**config.mk**
```make
export PLATFORM = sky130hd
export DESIGN_NAME = pipe_tree_adder
export DESIGN_NICKNAME = d
export VERILOG_FILES = /design/src/rtl/tree_adder_pkg.sv /design/src/rtl/pipe_add_level.sv /design/src/rtl/pipe_tree_adder.sv
export SDC_FILE = /design/constraint.sdc
export NUM_CORES = 2
export LEC_CHECK = 0
export ABC_CLOCK_PERIOD_IN_PS = 3500
export CORE_AREA = 2 2 469 471
export CTS_BUF_LIST = sky130_fd_sc_hd__clkbuf_4
export CTS_CLUSTER_SIZE = 30
export DETAILED_ROUTE_END_ITERATION = 12
export DIE_AREA = 0 0 471 473
export HOLD_SLACK_MARGIN = 0.05
export PLACE_DENSITY = 0.68
export SLEW_MARGIN = 30
export SYNTH_ARGS = -nofsm -noshare
export SYNTH_HDL_FRONTEND = slang
export SYNTH_SLANG_ARGS = --single-unit
```
**constraint.sdc**
```tcl
create_clock -name clk -period 3.5 [get_ports clk]
set_clock_uncertainty 0.15 [all_clocks]
set_input_delay 0.7 -clock clk [delete_from_list [all_inputs] [get_ports clk]]
set_output_delay 0.7 -clock clk [all_outputs]
set_load 0.005 [all_outputs]
```
**src/rtl/tree_adder_pkg.sv**
```systemverilog
// tree_adder_pkg: rounding-mode encodings and elaboration helpers shared by the adder tree.
package tree_adder_pkg;

    typedef enum logic [1:0] {
        MODE_FLOOR = 2'b00,
        MODE_RHU   = 2'b01,
        MODE_RTZ   = 2'b10,
        MODE_RSVD  = 2'b11
    } mode_e;

    function automatic int clog2(input int v);
        int r;
        r = 0;
        while ((1 << r) < v) r++;
        return r;
    endfunction

endpackage

```
**src/rtl/pipe_add_level.sv**
```systemverilog
// pipe_add_level: one registered tree level summing adjacent signed pairs at full width.
module pipe_add_level #(
    parameter int N_PAIR = 16,
    parameter int IN_W   = 36
) (
    input  logic                         clk,
    input  logic                         rst_n,
    input  logic                         en,
    input  logic                         in_valid,
    input  logic [1:0]                   in_mode,
    input  logic [2*N_PAIR*IN_W-1:0]     in_data,
    output logic                         out_valid,
    output logic [1:0]                   out_mode,
    output logic [N_PAIR*(IN_W+1)-1:0]   out_data
);
    localparam int OW = IN_W + 1;

    logic                 valid_d, valid_q;
    logic [1:0]           mode_d, mode_q;
    logic [N_PAIR*OW-1:0] sum_d, sum_q;

    always_comb begin
        valid_d = valid_q;
        mode_d  = mode_q;
        sum_d   = sum_q;
        if (en) begin
            valid_d = in_valid;
            mode_d  = in_mode;
            for (int k = 0; k < N_PAIR; k++)
                sum_d[k*OW +: OW] = OW'($signed(in_data[2*k*IN_W +: IN_W]))
                                  + OW'($signed(in_data[(2*k+1)*IN_W +: IN_W]));
        end
    end

    always_ff @(posedge clk or negedge rst_n) begin
        if (!rst_n) begin
            valid_q <= 1'b0;
            mode_q  <= '0;
            sum_q   <= '0;
        end else begin
            valid_q <= valid_d;
            mode_q  <= mode_d;
            sum_q   <= sum_d;
        end
    end

    assign out_valid = valid_q;
    assign out_mode  = mode_q;
    assign out_data  = sum_q;

endmodule

```
**src/rtl/pipe_tree_adder.sv**
```systemverilog
// pipe_tree_adder: pipelined signed adder tree with rounding, saturation and global-stall handshake.
module pipe_tree_adder
    import tree_adder_pkg::*;
#(
    parameter int N_IN  = 32,
    parameter int IN_W  = 36,
    parameter int OUT_W = 32,
    parameter int SHIFT = 8
) (
    input  logic                 clk,
    input  logic                 rst_n,
    input  logic                 in_valid,
    output logic                 in_ready,
    input  logic [N_IN*IN_W-1:0] in_data,
    input  logic [1:0]           in_mode,
    output logic                 out_valid,
    input  logic                 out_ready,
    output logic [OUT_W-1:0]     out_data,
    output logic                 out_ovf
);
    localparam int L  = clog2(N_IN);
    localparam int SW = IN_W + L;
    localparam int EW = SW + 1;
    localparam logic [EW-1:0] LSB    = EW'(1) << SHIFT;
    localparam logic [EW-1:0] HALF   = LSB >> 1;
    localparam logic [EW-1:0] LSB_M1 = LSB - EW'(1);
    localparam logic signed [EW-1:0] SAT_MAX = {{(EW-OUT_W+1){1'b0}}, {(OUT_W-1){1'b1}}};
    localparam logic signed [EW-1:0] SAT_MIN = {{(EW-OUT_W+1){1'b1}}, {(OUT_W-1){1'b0}}};

    if (N_IN < 2 || N_IN > 64 || (1 << L) != N_IN) begin : g_bad_n
        $error("N_IN must be a power of two in 2..64");
    end
    if (SHIFT < 0 || SHIFT > IN_W || OUT_W > SW - SHIFT) begin : g_bad_w
        $error("SHIFT or OUT_W out of range");
    end

    logic en;
    logic out_valid_d, out_valid_q;
    logic out_ovf_d, out_ovf_q;
    logic [OUT_W-1:0] out_data_d, out_data_q;

    // Every stage moves together: the whole pipe stalls only when the output is held.
    assign en       = out_ready || !out_valid_q;
    assign in_ready = en;

    for (genvar l = 0; l < L; l++) begin : g_lvl
        localparam int W  = IN_W + l;
        localparam int NP = N_IN >> (l + 1);
        logic [2*NP*W-1:0]   din;
        logic                din_valid;
        logic [1:0]          din_mode;
        logic [NP*(W+1)-1:0] dout;
        logic                dout_valid;
        logic [1:0]          dout_mode;
        if (l == 0) begin : g_first
            assign din       = in_data;
            assign din_valid = in_valid;
            assign din_mode  = in_mode;
        end else begin : g_next
            assign din       = g_lvl[l-1].dout;
            assign din_valid = g_lvl[l-1].dout_valid;
            assign din_mode  = g_lvl[l-1].dout_mode;
        end
        pipe_add_level #(.N_PAIR(NP), .IN_W(W)) u_lvl (
            .clk       (clk),
            .rst_n     (rst_n),
            .en        (en),
            .in_valid  (din_valid),
            .in_mode   (din_mode),
            .in_data   (din),
            .out_valid (dout_valid),
            .out_mode  (dout_mode),
            .out_data  (dout)
        );
    end

    logic [SW-1:0] tree_sum;
    logic          tree_valid;
    logic [1:0]    tree_mode;
    logic signed [EW-1:0] ext, bias, rnd;

    assign tree_sum   = g_lvl[L-1].dout;
    assign tree_valid = g_lvl[L-1].dout_valid;
    assign tree_mode  = g_lvl[L-1].dout_mode;

    // Rounding is a bias added before the arithmetic shift; one spare bit keeps it exact.
    always_comb begin
        ext  = EW'($signed(tree_sum));
        bias = tree_mode == MODE_RHU ? HALF : (tree_mode == MODE_RTZ && ext < 0) ? LSB_M1 : '0;
        rnd  = (ext + bias) >>> SHIFT;
        out_valid_d = en ? tree_valid : out_valid_q;
        out_ovf_d   = en ? (rnd > SAT_MAX || rnd < SAT_MIN) : out_ovf_q;
        out_data_d  = !en ? out_data_q :
                      rnd > SAT_MAX ? SAT_MAX[OUT_W-1:0] :
                      rnd < SAT_MIN ? SAT_MIN[OUT_W-1:0] : rnd[OUT_W-1:0];
    end

    always_ff @(posedge clk or negedge rst_n) begin
        if (!rst_n) begin
            out_valid_q <= 1'b0;
            out_ovf_q   <= 1'b0;
            out_data_q  <= '0;
        end else begin
            out_valid_q <= out_valid_d;
            out_ovf_q   <= out_ovf_d;
            out_data_q  <= out_data_d;
        end
    end

    assign out_valid = out_valid_q;
    assign out_ovf   = out_ovf_q;
    assign out_data  = out_data_q;

endmodule

```
==> Word-level counts from Yosys, hierarchy flattened <==
Index checks and enable logic that the tools add are counted.
{ "word_totals": {"regBits": 1222, "output_inout_bits": 35, "wordCells": 63} }
{ "op_classes": {"addsub": 32, "magnitude_cmp": 3, "n_eq_ne": 2, "n_mux": 4, "n_reduce_logical": 4} }
{ "op_table": {"columns": ["cell", "count"], "rows": [
  ["$add A36 B36 Y37", 16],
  ["$add A37 B37 Y38", 8],
  ["$add A38 B38 Y39", 4],
  ["$add A39 B39 Y40", 2],
  ["$mux W32", 2],
  ["$add A41 B9 Y42", 1],
  ["$add A40 B40 Y41", 1],
  ["$lt A41 B1 Y1 const B", 1],
  ["$gt A34 B32 Y1 const B", 1],
  ["$lt A34 B32 Y1 const B", 1],
  ["$mux W8", 2],
  ["$eq A2 B1 Y1 const B", 1],
  ["$eq A2 B2 Y1 const B", 1],
  ["$logic_or A1 B1 Y1", 2],
  ["$logic_and A1 B1 Y1", 1],
  ["$logic_not A1 Y1", 1]
]} }

==> Depth between registers and ports, before layout <==
{ "logic_depth": {"depth_word": 8, "mapped_depth": 16, "ltp_nobuf": 16} }

==> Cells and area by module <==
From an unflattened synthesis, not the netlist that was laid out.
{ "hier_totals": {"hier_cells": 11893, "area_unflattened_um2": 106972.6} }
{ "by_module_without_submodules": {"columns": ["mod", "instances", "cells_per_inst", "area_each_um2"], "rows": [
  ["pipe_add_level (g_lvl[0].u_lvl)", 1, 5712, 51709.6],
  ["pipe_add_level (g_lvl[1].u_lvl)", 1, 3134, 27592.7],
  ["pipe_add_level (g_lvl[2].u_lvl)", 1, 1534, 14004.7],
  ["pipe_add_level (g_lvl[3].u_lvl)", 1, 803, 7334.5],
  ["pipe_add_level (g_lvl[4].u_lvl)", 1, 451, 4030.1],
  ["pipe_tree_adder", 1, 259, 2301.0]
]} }

==> Worst setup path after synthesis <==
OpenSTA, ideal clock, no wires.
{ "synth_timing": {"path_type": "input to register", "from": "input port in_data[936]", "to": "register g_lvl[0].u_lvl.sum_q[517]", "setup_ps": 131, "arrival_time_ps": 3844, "required_time_ps": 3219, "path_slack_ps": -625, "path_stages": 16, "path_buffers": 0, "path_cell_list": "ha_1 inv_1 fa_1 nor2b_1 o21ai_0 a21boi_0 o22ai_1 a31oi_1 nand2_1 a31o_2 o31ai_1 a211oi_1 nand2b_1 o31a_1 nor4b_1 nor3_1"} }
{ "synth_via": {"elab_chain_len": 1} }
{ "synth_rtl": {"columns": ["element", "line_no", "source"], "rows": [
  ["start: declaration", "pipe_tree_adder.sv:14", "input logic [N_IN*IN_W-1:0] in_data,"],
  ["$add A36 B36 Y37", "pipe_add_level.sv:31", "+ OW'($signed(in_data[(2*k+1)*IN_W +: IN_W]));"],
  ["end signal: assignment", "pipe_add_level.sv:43", "sum_q <= sum_d;"],
  ["end: declaration", "pipe_add_level.sv:20", "logic [N_PAIR*OW-1:0] sum_d, sum_q;"]
]} }
No other way between the ends.
A chain may end at the register's enable or synchronous reset.

==> Final worst setup path <==
{ "layout_timing": {"from": "register g_lvl[4].u_lvl.sum_q[40]", "to": "register out_data_q[14] (netlist: out_data[14])"} }
{ "layout_via": {"elab_chain_len": 8, "word_cells_on_any_way": 9, "classes_between": "add/sub (1); order compare (3); mux (4); reduce/logical (1)"} }
{ "layout_rtl": {"columns": ["element", "line_no", "source"], "rows": [
  ["start: declaration", "pipe_add_level.sv:20", null],
  ["start signal: assignment", "pipe_add_level.sv:43", null],
  ["$lt A41 B1 Y1", "pipe_tree_adder.sv:89", "bias = tree_mode == MODE_RHU ? HALF : (tree_mode == MODE_RTZ && ext < 0) ? LSB_M1 : '0;"],
  ["$logic_and A1 B1 Y1", "pipe_tree_adder.sv:89", null],
  ["$mux W8 (2 in series)", "pipe_tree_adder.sv:89", null],
  ["$add A41 B9 Y42 *", "pipe_tree_adder.sv:90", "rnd = (ext + bias) >>> SHIFT;"],
  ["$lt A34 B32 Y1", "pipe_tree_adder.sv:95", "rnd < SAT_MIN ? SAT_MIN[OUT_W-1:0] : rnd[OUT_W-1:0];"],
  ["$mux W32", "pipe_tree_adder.sv:95", null],
  ["$mux W32 *", "pipe_tree_adder.sv:94", "rnd > SAT_MAX ? SAT_MAX[OUT_W-1:0] :"],
  ["end signal: assignment", "pipe_tree_adder.sv:106", "out_data_q <= out_data_d;"],
  ["end: declaration", "pipe_tree_adder.sv:40", "logic [OUT_W-1:0] out_data_d, out_data_q;"]
]} }
Mark *: on every way between the ends. The rest lies on a longest branch, timed or not.

==> impl_metrics.py <==
metrics = {
    "outcome": {
        "outcome": "finished, violations left",
        "violations": "setup timing",
    },
    "critical_path": {
        "crit_arrival_ns": 4.88,
        "end_kind": "flip-flop",
        "slowest_stage": "dfrtp_1",
        "max_stage_delay_ns": 0.42,
        "critPathKind": "flip-flop to flip-flop",
        "critPathRequiredTime_ns": 4.58,
        "start_kind": "flip-flop",
        "r2r-end": "out_data[14]",
        "r2r-start": "g_lvl[4].u_lvl.out_data[40]",
        "ff2ff_setup_slack_ns": -0.30,
        "reg2reg_depth": 16,
        "crit_path_max_fanout": 16,
        "critical_path.cell_chain": "and3b_4, ha_4, a31o_1, a21o_1, a2111oi_4, or3_4, a31oi_4, and4_4, and3_4, and4_4, and3_4, nand2_4, o31ai_4, buf_4, buf_12, o22a_1",
    },
    "synth": {
        "muxShareOfSynthArea_pct": 0.130,
        "synth_flop_cell": "dfrtp_1",
        "avgSynthCellArea_um2": 8.45,
        "synth_top_family_by_area": "compound AO/OA/AOI/OAI gates",
        "synthArstFlopShare_pct": 100,
        "netlist_area_um2": 96400,
        "synth_edf_count": 0,
        "synth_xor_area_share_pct": 8.69,
        "synth_nets": 13747,
        "synthCells": 11409,
        "yosys.area_share.simple_pct": 16.1,
        "synth_cell_type_count": 98,
        "synth_compound_area_share_pct": 25.1,
        "synth_fa_ha_area_share_pct": 15.6,
        "yosysSeqAreaShare_pct": 31.7,
        "synth_seq_cells": 1222,
        "yosys_warnings": 0,
    },
    "route": {
        "drc_errors": 0,
        "drt_iter0_drc": 5543,
        "vias": 97914,
        "dr.pass1.iters": 6,
        "wire_per_inst_um": 18.8,
        "totalWireLength_mm": 338,
        "ant_nets": 0,
        "avgViaCountPerCell": 5.45,
    },
    "floorplan": {
        "die_w_um": 471,
        "pin_count": 1193,
        "core_um2": 218000,
        "die_area_um2": 223000,
        "row_count": 172,
        "start_util_pct": 44.2,
        "die_h_um": 473,
    },
    "timing": {
        "rsz0062_at_grt": "true",
        "tightest_slew_ns": 0.768,
        "fin_tns_setup_ns": -10.99,
        "slew_headroom_pct": 48.8,
        "hold_viol": 0,
        "worst_slack_ns": -0.301,
        "drv_slew": 0,
        "setup_viol": 64,
        "period_share_pct": 109,
        "final.min_clock_period_ns": 3.80,
        "fmax_mhz": 263,
    },
    "layout": {
        "fin_area_um2": 138000,
        "multiInputGateArea_um2": 67800,
        "final_common_cell": "buf_4",
        "syn2layout_area_growth_pct": 42.9,
        "seq_area_um2": 30600,
        "final_cell_mix": "buf_4, a21oi_1, dfrtp_1",
        "final_nets": 17187,
        "nFillCells": 18781,
        "drive_gt1_share_pct": 21.2,
    },
    "min_path": {
        "hold_class": "primary input to flip-flop",
        "whs_endpoint": "g_lvl[0].u_lvl.out_data[373]",
        "hold_start": "in_data[756]",
        "hold_depth": 7,
    },
    "power": {
        "power_density_nw_per_um2": 939,
        "power.total_uw": 129000,
        "ir_drop_uv": 576,
        "leakage_uw": 0.0638,
    },
    "flow_run": {
        "maxCapViolations": 0,
    },
    "placed_design": {
        "portBuffers": 1192,
        "routabilityCongestion": 0.954,
        "pre_cts_slack_ns": -1.16,
        "place_area_um2": 124000,
        "place_hpwl_mm": 263,
    },
    "clock_network": {
        "cts_sinks": 1222,
        "clk_pin_slew_ns": 0.07,
        "clk_latency_ns": 1.38,
        "cts_made_buffers": 360,
        "clk_path_buf_depth": 4,
        "cts_tree": "done",
        "clock-root-buffer": "clkbuf_4",
        "htreeDepth": 5,
    },
    "grt": {
        "grt_max_degree": 135,
        "grt_pass1_wl_mm": 525,
        "overflow": 0,
        "antenna_found_initial": 9,
        "grt_usage_pct": 29.0,
        "grt_pass1_vias": 98859,
    },
}
worst max-delay path, delay by kind of cell, from the launching register on:
kind | cells | cell delay [ns]
buf+inv | 2 | 0.29
compound gates | 6 | 1.00
simple gates | 7 | 1.56
fa+ha+maj | 1 | 0.27
flops | 1 | 0.42
layer usage:
layer  vias to the layer above  GRT usage [%]  share of wire, %
li1                      48049              -                 -
met1                     46774           37.7                44
met2                      2507           49.4                48
met3                       580           4.11               4.8
met4                         4           9.39               3.1
met5                         -              0             0.010
metrics by stage:
| stage | std cells | utilization, % | hold slack, ns |
|---|---|---|---|
| after floorplan | 11409 | - | 0.254 |
| after global placement | 16821 | 57.1 | 0.300 |
| after detailed placement | 16821 | 57.1 | 0.305 |
| after CTS | 17854 | 61.6 | 0.0502 |
| after global routing | 17968 | 63.1 | 0.0220 |
| final | 17968 | 63.1 | 0.0719 |
registers in the layout (all words and copies together) (netlist names):
register	count
g_lvl.u_lvl.out_data	1173
g_lvl.u_lvl.out_mode	10
g_lvl.u_lvl.out_valid	5
out_data	32
out_ovf	1
out_valid	1
Yosys cell counts (109+ instances only):
master    number  area (um2)
a21oi_1     1417        7090
dfrtp_1     1222       30600
ha_1        1149       14400
nand2_1     1143        4290
nor2_1      1137        4270
o21ai_0      912        4560
xor2_1       535        4690
a21o_1       526        3950
xnor2_1      421        3690
inv_1        353        1330
clkbuf_1     305        1140
nand2b_1     194        1210
nand3_1      174         871
nor2b_1      166        1040
o21a_1       144        1080
nor3_1       134         671
o21bai_1     122         916
o31ai_1      118         886
a31oi_1      113         707
and3_1       109         682
timing repair:
item                                   in CTS  in global routing
endpoints found under the hold margin    1415                  5
hold buffers                              344                  5
cloned                                      2                  0
setup buffers                              95                129
resized for setup                         365                544
pin swaps                                 249                558
setup endpoints to repair                 180                285
area by class of cell:
type / count / share of cell area [%]
Sequential cell: 1222 / 22.2
Multi-Input combinational cell: 9507 / 49.2
Clock buffer: 501 / 2.73
Antenna cell: 12 / 0.0218
Inverter: 354 / 0.973
Clock inverter: 97 / 0.362
Tap cell: 2871 / 2.61
Timing Repair Buffer: 3404 / 21.9
worst max path at each step:
| stage | from | endpoint |
|---|---|---|
| 2_1_floorplan | in_data[1009] | g_lvl[0].u_lvl.out_data[553] |
| 3_3_place_gp | in_data[72] | g_lvl[0].u_lvl.out_data[67] |
| 3_5_place_dp | in_data[1046] | g_lvl[0].u_lvl.out_data[554] |
| 4_1_cts | g_lvl[1].u_lvl.out_data[152] | g_lvl[2].u_lvl.out_data[102] |
| 5_1_grt | g_lvl[4].u_lvl.out_mode[0] | out_data[16] |
| 6_report | g_lvl[4].u_lvl.out_data[40] | out_data[14] |
logic make-up (layout without fill, tap and decap cells):
family / count (synthesis) / after routing
adders and majority gates: 1180 / 1180
muxes: 12 / 12
and+or+nand+nor: 3419 / 3419
buffers and inverters: 680 / 4356
DFF: 1222 / 1222
AOI/OAI and AO/OA: 3940 / 3940
other: 0 / 12
xor gates and xnor gates: 956 / 956
power by group:
group          switching (uW)  internal, uW
Sequential               6250         21400
Combinational           46200         42100
Clock                    6490          6850
Note: power is estimated with default switching activity, not from simulation.
